`src/rtl/imem_loader.sv`:
```
// Instruction-memory writer: loads a length-prefixed byte stream, verifies an XOR checksum,
// optionally pads the remaining words (LOADER_FILL_EN) and holds the CPU in reset until done.
module imem_loader #(
  parameter int                 ADDR_W    = 4,
  parameter int                 DATA_W    = 8,
  parameter logic [DATA_W-1:0]  FILL_WORD = 8'h00
) (
  input  logic              clk,
  input  logic              reset,
  input  logic              start,
  input  logic              in_valid,
  input  logic [DATA_W-1:0] in_data,
  output logic              in_ready,
  output logic              wr_en,
  output logic [ADDR_W-1:0] wr_addr,
  output logic [DATA_W-1:0] wr_data,
  output logic              cpu_reset,
  output logic              busy,
  output logic              done,
  output logic              error,
  output logic [DATA_W-1:0] checksum
);

  localparam int              DEPTH   = 1 << ADDR_W;
  localparam logic [ADDR_W:0] DEPTH_C = (ADDR_W+1)'(DEPTH);
  localparam logic [ADDR_W:0] ONE_C   = (ADDR_W+1)'(1);

  typedef enum logic [2:0] {
    S_IDLE = 3'd0,
    S_LEN  = 3'd1,
    S_DATA = 3'd2,
    S_CHK  = 3'd3,
    S_FILL = 3'd4,
    S_DONE = 3'd5,
    S_ERR  = 3'd6
  } state_e;

  state_e            state_q, state_d;
  logic [ADDR_W:0]   len_q, len_d;
  logic [ADDR_W:0]   idx_q, idx_d;
  logic [DATA_W-1:0] chk_q, chk_d;
  logic              wr_en_q, wr_en_d;
  logic [ADDR_W-1:0] wr_addr_q, wr_addr_d;
  logic [DATA_W-1:0] wr_data_q, wr_data_d;
  logic              in_ready_s;
  logic              accept_s;
  logic              len_ok_s;

  assign in_ready_s = (state_q == S_LEN) || (state_q == S_DATA) || (state_q == S_CHK);
  assign accept_s   = in_valid & in_ready_s;
  assign len_ok_s   = (in_data != '0) && (32'(in_data) <= 32'(DEPTH));

  // Next-state, counters and the registered write port.
  always_comb begin
    state_d   = state_q;
    len_d     = len_q;
    idx_d     = idx_q;
    chk_d     = chk_q;
    wr_en_d   = 1'b0;
    wr_addr_d = wr_addr_q;
    wr_data_d = wr_data_q;
    case (state_q)
      S_IDLE, S_DONE, S_ERR: begin
        if (start) begin
          state_d   = S_LEN;
          len_d     = '0;
          idx_d     = '0;
          chk_d     = '0;
          wr_data_d = FILL_WORD;  // idle write data parks at the pad value
        end else begin
          state_d = state_q;
        end
      end
      S_LEN: begin
        if (accept_s) begin
          if (len_ok_s) begin
            len_d   = (ADDR_W+1)'(in_data);
            state_d = S_DATA;
          end else begin
            state_d = S_ERR;
          end
        end else begin
          state_d = S_LEN;
        end
      end
      S_DATA: begin
        if (accept_s) begin
          wr_en_d   = 1'b1;
          wr_addr_d = idx_q[ADDR_W-1:0];
          wr_data_d = in_data;
          chk_d     = chk_q ^ in_data;
          idx_d     = idx_q + ONE_C;
          if ((idx_q + ONE_C) == len_q) begin
            state_d = S_CHK;
          end else begin
            state_d = S_DATA;
          end
        end else begin
          state_d = S_DATA;
        end
      end
      S_CHK: begin
        if (accept_s) begin
          if (in_data != chk_q) begin
            state_d = S_ERR;
          end else begin
`ifdef LOADER_FILL_EN
            state_d = (len_q == DEPTH_C) ? S_DONE : S_FILL;
`else
            state_d = S_DONE;
`endif
          end
        end else begin
          state_d = S_CHK;
        end
      end
`ifdef LOADER_FILL_EN
      S_FILL: begin
        // idx_q already equals N here, so padding continues from the first unloaded word
        wr_en_d   = 1'b1;
        wr_addr_d = idx_q[ADDR_W-1:0];
        wr_data_d = FILL_WORD;
        idx_d     = idx_q + ONE_C;
        if (idx_q == (DEPTH_C - ONE_C)) begin
          state_d = S_DONE;
        end else begin
          state_d = S_FILL;
        end
      end
`endif
      default: begin
        state_d = S_IDLE;
      end
    endcase
  end

  // State and datapath registers with synchronous active-low reset.
  always_ff @(posedge clk) begin
    if (!reset) begin
      state_q   <= S_IDLE;
      len_q     <= '0;
      idx_q     <= '0;
      chk_q     <= '0;
      wr_en_q   <= 1'b0;
      wr_addr_q <= '0;
      wr_data_q <= '0;
    end else begin
      state_q   <= state_d;
      len_q     <= len_d;
      idx_q     <= idx_d;
      chk_q     <= chk_d;
      wr_en_q   <= wr_en_d;
      wr_addr_q <= wr_addr_d;
      wr_data_q <= wr_data_d;
    end
  end

  assign in_ready  = in_ready_s;
  assign wr_en     = wr_en_q;
  assign wr_addr   = wr_addr_q;
  assign wr_data   = wr_data_q;
  assign busy      = in_ready_s || (state_q == S_FILL);
  assign done      = (state_q == S_DONE);
  assign error     = (state_q == S_ERR);
  assign cpu_reset = (state_q != S_DONE);
  assign checksum  = chk_q;

endmodule

```
`config.mk`:
```
export PLATFORM = sky130hd
export DESIGN_NAME = imem_loader
export DESIGN_NICKNAME = d
export VERILOG_FILES = /design/src/rtl/imem_loader.sv
export SDC_FILE = /design/constraint.sdc
export NUM_CORES = 1
export LEC_CHECK = 0
export ABC_AREA = 1
export ABC_CLOCK_PERIOD_IN_PS = 1800
export CORE_MARGIN = 4
export CORE_UTILIZATION = 45
export CTS_CLUSTER_DIAMETER = 60
export CTS_CLUSTER_SIZE = 40
export DETAILED_ROUTE_END_ITERATION = 8
export GPL_ROUTABILITY_DRIVEN = 0
export PLACE_DENSITY = 0.73
export SYNTH_ARGS = -nofsm -noshare
export SYNTH_HDL_FRONTEND = slang
export SYNTH_SLANG_ARGS = --single-unit
```
`constraint.sdc`:
```
create_clock -name clk -period 1.8 [get_ports clk]
set_input_delay 0.18 -clock clk [delete_from_list [all_inputs] [get_ports clk]]
set_output_delay 0.18 -clock clk [all_outputs]
set_load 0.005 [all_outputs]
```
==> key figures <==
CTS
  – CTS tree: yes
  – Hold Buf Count CTS: 0
  – Clock root buffer: clkbuf_8
  – Worst-path clk slew: 0.06 ns
  – Clk sinks: 34
  – Insertion delay to the later sink of the worst-skew pair: 0.28 ns
  – Num CTS Buffers: 5
  – CTS HTree Levels: 2
  – Number of setup buffers added after CTS: 0
  – CTS Buffer Depth: 2

GRT
  – Largest net degree at the start of global routing: 16
  – Grt total ovfl: 0
  – First-pass GRT wire length: 7141 µm
  – Initial antenna violation count: 0
  – Total GRT Usage: ~18%
  – Number of global-route vias before repair: 1601

Status
  – Outcome: complete, no violations

Die
  – Row cnt: 22
  – Die width: 69.47 µm
  – Die area: ~4800 µm²
  – I/O pin cnt: 38
  – Die Y-Extent: 69.47 µm
  – Core ar.: 3661 µm²
  – Initial core utilization: 46.45%

Logic synthesis
  – Cells after Synth: around 250
  – YS warnings: 0
  – Syn avg cell area: 6.748 µm²
  – Multiplexer area fraction after synthesis: 0%
  – Net Count, Synth: between 200 and 300
  – Register bit total from synthesis: 34
  – XOR/XNOR Fraction of Synth Area: 1.545%
  – Simple-gate share of the synthesized area: 30.61%
  – Main combinational cell family by area after synthesis: simple AND/OR/NAND/NOR gates
  – Post-Synth Adder-Cell Area: 0.7358%
  – Synth unique cells: 27
  – Post-synthesis sequential area ratio: 40.03%
  – Mapped cell area: 1700 µm²
  – Synth Area in Compound Gates: between 10% and 20%

Hold path
  – Worst hold endpoint: wr_data[0]
  – Worst Hold Class: flop to flop
  – Hold Path Depth: 2
  – Hold Startpoint: wr_data[0]

Timing
  – Fin. max-slew vios: 0
  – Endpoints failing hold: 0
  – Final Skew: between 0.002 and 0.003 ns
  – Setup TNS: 0 ns
  – Final period utilization: 94.49%
  – Worst slew pin tran: 0.4416 ns
  – Max frequency: 0.5880 GHz
  – Setup violations, final: 0
  – RSZ-0062 raised after global routing: false
  – Worst slew margin: 70.49%
  – Tmin final: about 1.7 ns

Critical path
  – Crit start category: flop
  – Crit Reg-Reg Endpoint: len_q[2]
  – Worst Path Arrival: ~1.5 ns
  – Crit path kind: flop to output port
  – CP endpoint kind: output port
  – FF-to-FF path depth: 9
  – Crit-path max FO: 4
  – Reg2Reg Launch Point: state_q[1]
  – R2R setup slack: 0.18 ns
  – Worst EP required: 1.62 ns

Power
  – PD cells: 1415 nW/µm²
  – Share of power burned in the clock network: 17.2%
  – Net Sw Power: 1.333 mW
  – Combinational share of power: 48.4%
  – Reg power frac: 34.4%
  – Switching share of power: 41.78%
  – Peak VDD IR: 0.0005865 V
  – Tot Pwr: approximately 3.2 mW
  – Leakage dissipation: 0.9351 nW
  – Int Power: 1.857 mW

Finish
  – Area of the multi-input gates: 847.1 µm²
  – # fillers: 354
  – Proportion of layout cells with a drive suffix above 1: 9.428%
  – Register area: 680.7 µm²
  – Layout Nets: 311
  – P&R area growth vs syn: 32.60%
  – Antenna cell count: 0

Detailed routing
  – ANT nets after route: 0
  – Router iterations before antenna repair: 4
  – 1st-iter DRT viols: 94
  – Routed len/inst: 12.28 µm
  – Vias: about 1800
  – # DRC: 0
  – WL final: 4237 µm
  – Via density: 5.107

Place
  – DP HPWL: 3191 µm
  – Port Buf Inserts: 37

Job
  – MaxCap Viol Count: 0
==> worst max-delay path by stage <==
stage | start | end | slack, ns | cells after the start
2_1_floorplan | state_q[0] | idx_q[0] | 0.40 | 11
4_1_cts | state_q[0] | busy | 0.08 | 5
3_5_place_dp | in_data[1] | len_q[2] | -0.007 | 9
3_3_place_gp | in_data[1] | len_q[4] | 0.06 | 9
5_1_grt | state_q[1] | len_q[4] | 0.0005 | 8
6_report | state_q[0] | busy | 0.1 | 5
==> routing by layer <==
layer,up-vias,GRT usage [%],share of wire [%]
met1,798,22.57,46
met3,9,5.362,5.0
li1,909,-,-
met2,46,30.19,48
met4,0,6.508,1.5
met5,-,0,0
==> kinds of logic after synthesis <==
logic type	after synthesis
compound gates	44
xor+xnor	3
fa+ha+maj	1
buf+inv	45
flops	34
simple gates	125
==> worst max-delay path: stages, from the launching register on <==
cell             delay, ns
dfxtp_1               0.40
nor2_2                0.08
nor2_2                0.12
clkinv_2              0.09
nand2_1               0.06
clkdlybuf4s50_1       0.49
==> synth_stat cells (all sizes together) <==
library cell | count | area share, %
nor3 | 3 | 0.88
nand4 | 3 | 1.1
o211ai | 1 | 0.44
nor2 | 31 | 7.3
xor2 | 1 | 0.52
a22oi | 1 | 0.44
dfxtp | 34 | 40
nand3 | 19 | 5.6
o21a | 2 | 0.88
o21ai | 13 | 3.8
nand3b | 1 | 0.44
a21oi | 17 | 5.0
o32ai | 9 | 5.1
ha | 1 | 0.74
inv | 36 | 7.9
nand2 | 68 | 15
clkinv | 2 | 0.51
o22ai | 1 | 0.37
buf | 4 | 1.9
xnor2 | 2 | 1.0
clkbuf | 3 | 0.66
==> stage by stage <==
stage	util (%)	setup WS, ns	cell area (µm²)	hold WS [ns]	instances
after floorplan	-	0.4044	1700	0.3184	252
after global placement	58.85	0.06126	2155	0.4552	339
after detailed placement	58.85	-0.006687	2155	0.4532	339
after CTS	61.11	0.08467	2237	0.4622	345
after global routing	61.59	0.0005045	2255	0.4757	345
final	61.59	0.09918	2255	0.4628	345
==> flip-flops by register name, summed over array words and instances (netlist names) <==
register  cells
idx_q         5
wr_en         1
len_q         5
checksum      8
wr_addr       4
state_q       3
wr_data       8
==> cells in the final DEF, fill, tap and decap left out, drive strengths merged <==
master	count
nor2	31
o32ai	9
o21ai	13
o21a	2
nor3	3
clkbuf	6
nand3	19
dfxtp	34
xor2	1
clkdlybuf4s50	37
o22ai	1
nand4	3
a22oi	1
buf	9
clkinv	2
o211ai	1
nand3b	1
ha	1
xnor2	2
inv	36
a21oi	17
nand2	68
==> power groups by stage <==
stage	Combinational (mW)	Clock, mW	Sequential (mW)
after floorplan	1.08	0	1.06
after global placement	1.47	0	1.11
after detailed placement	1.48	0	1.11
after CTS	1.49	0.568	1.10
after global routing	1.73	0.605	1.12
final	1.54	0.548	1.10
==> layout make-up <==
type / instances / share of cell area (%)
Clock buffer: 6 / 3.663
Inverter: 38 / 6.493
Multi-Input combinational cell: 173 / 37.57
Sequential cell: 34 / 30.19
Tap cell: 48 / 2.664
Timing Repair Buffer: 46 / 19.42
==> repair_timing <==
action                                  in CTS  in global routing
resized for setup                            0                  5
endpoints found under the setup margin       0                 16
hold endpoints to repair                     0                  0
(Power assumes the default switching activity.)
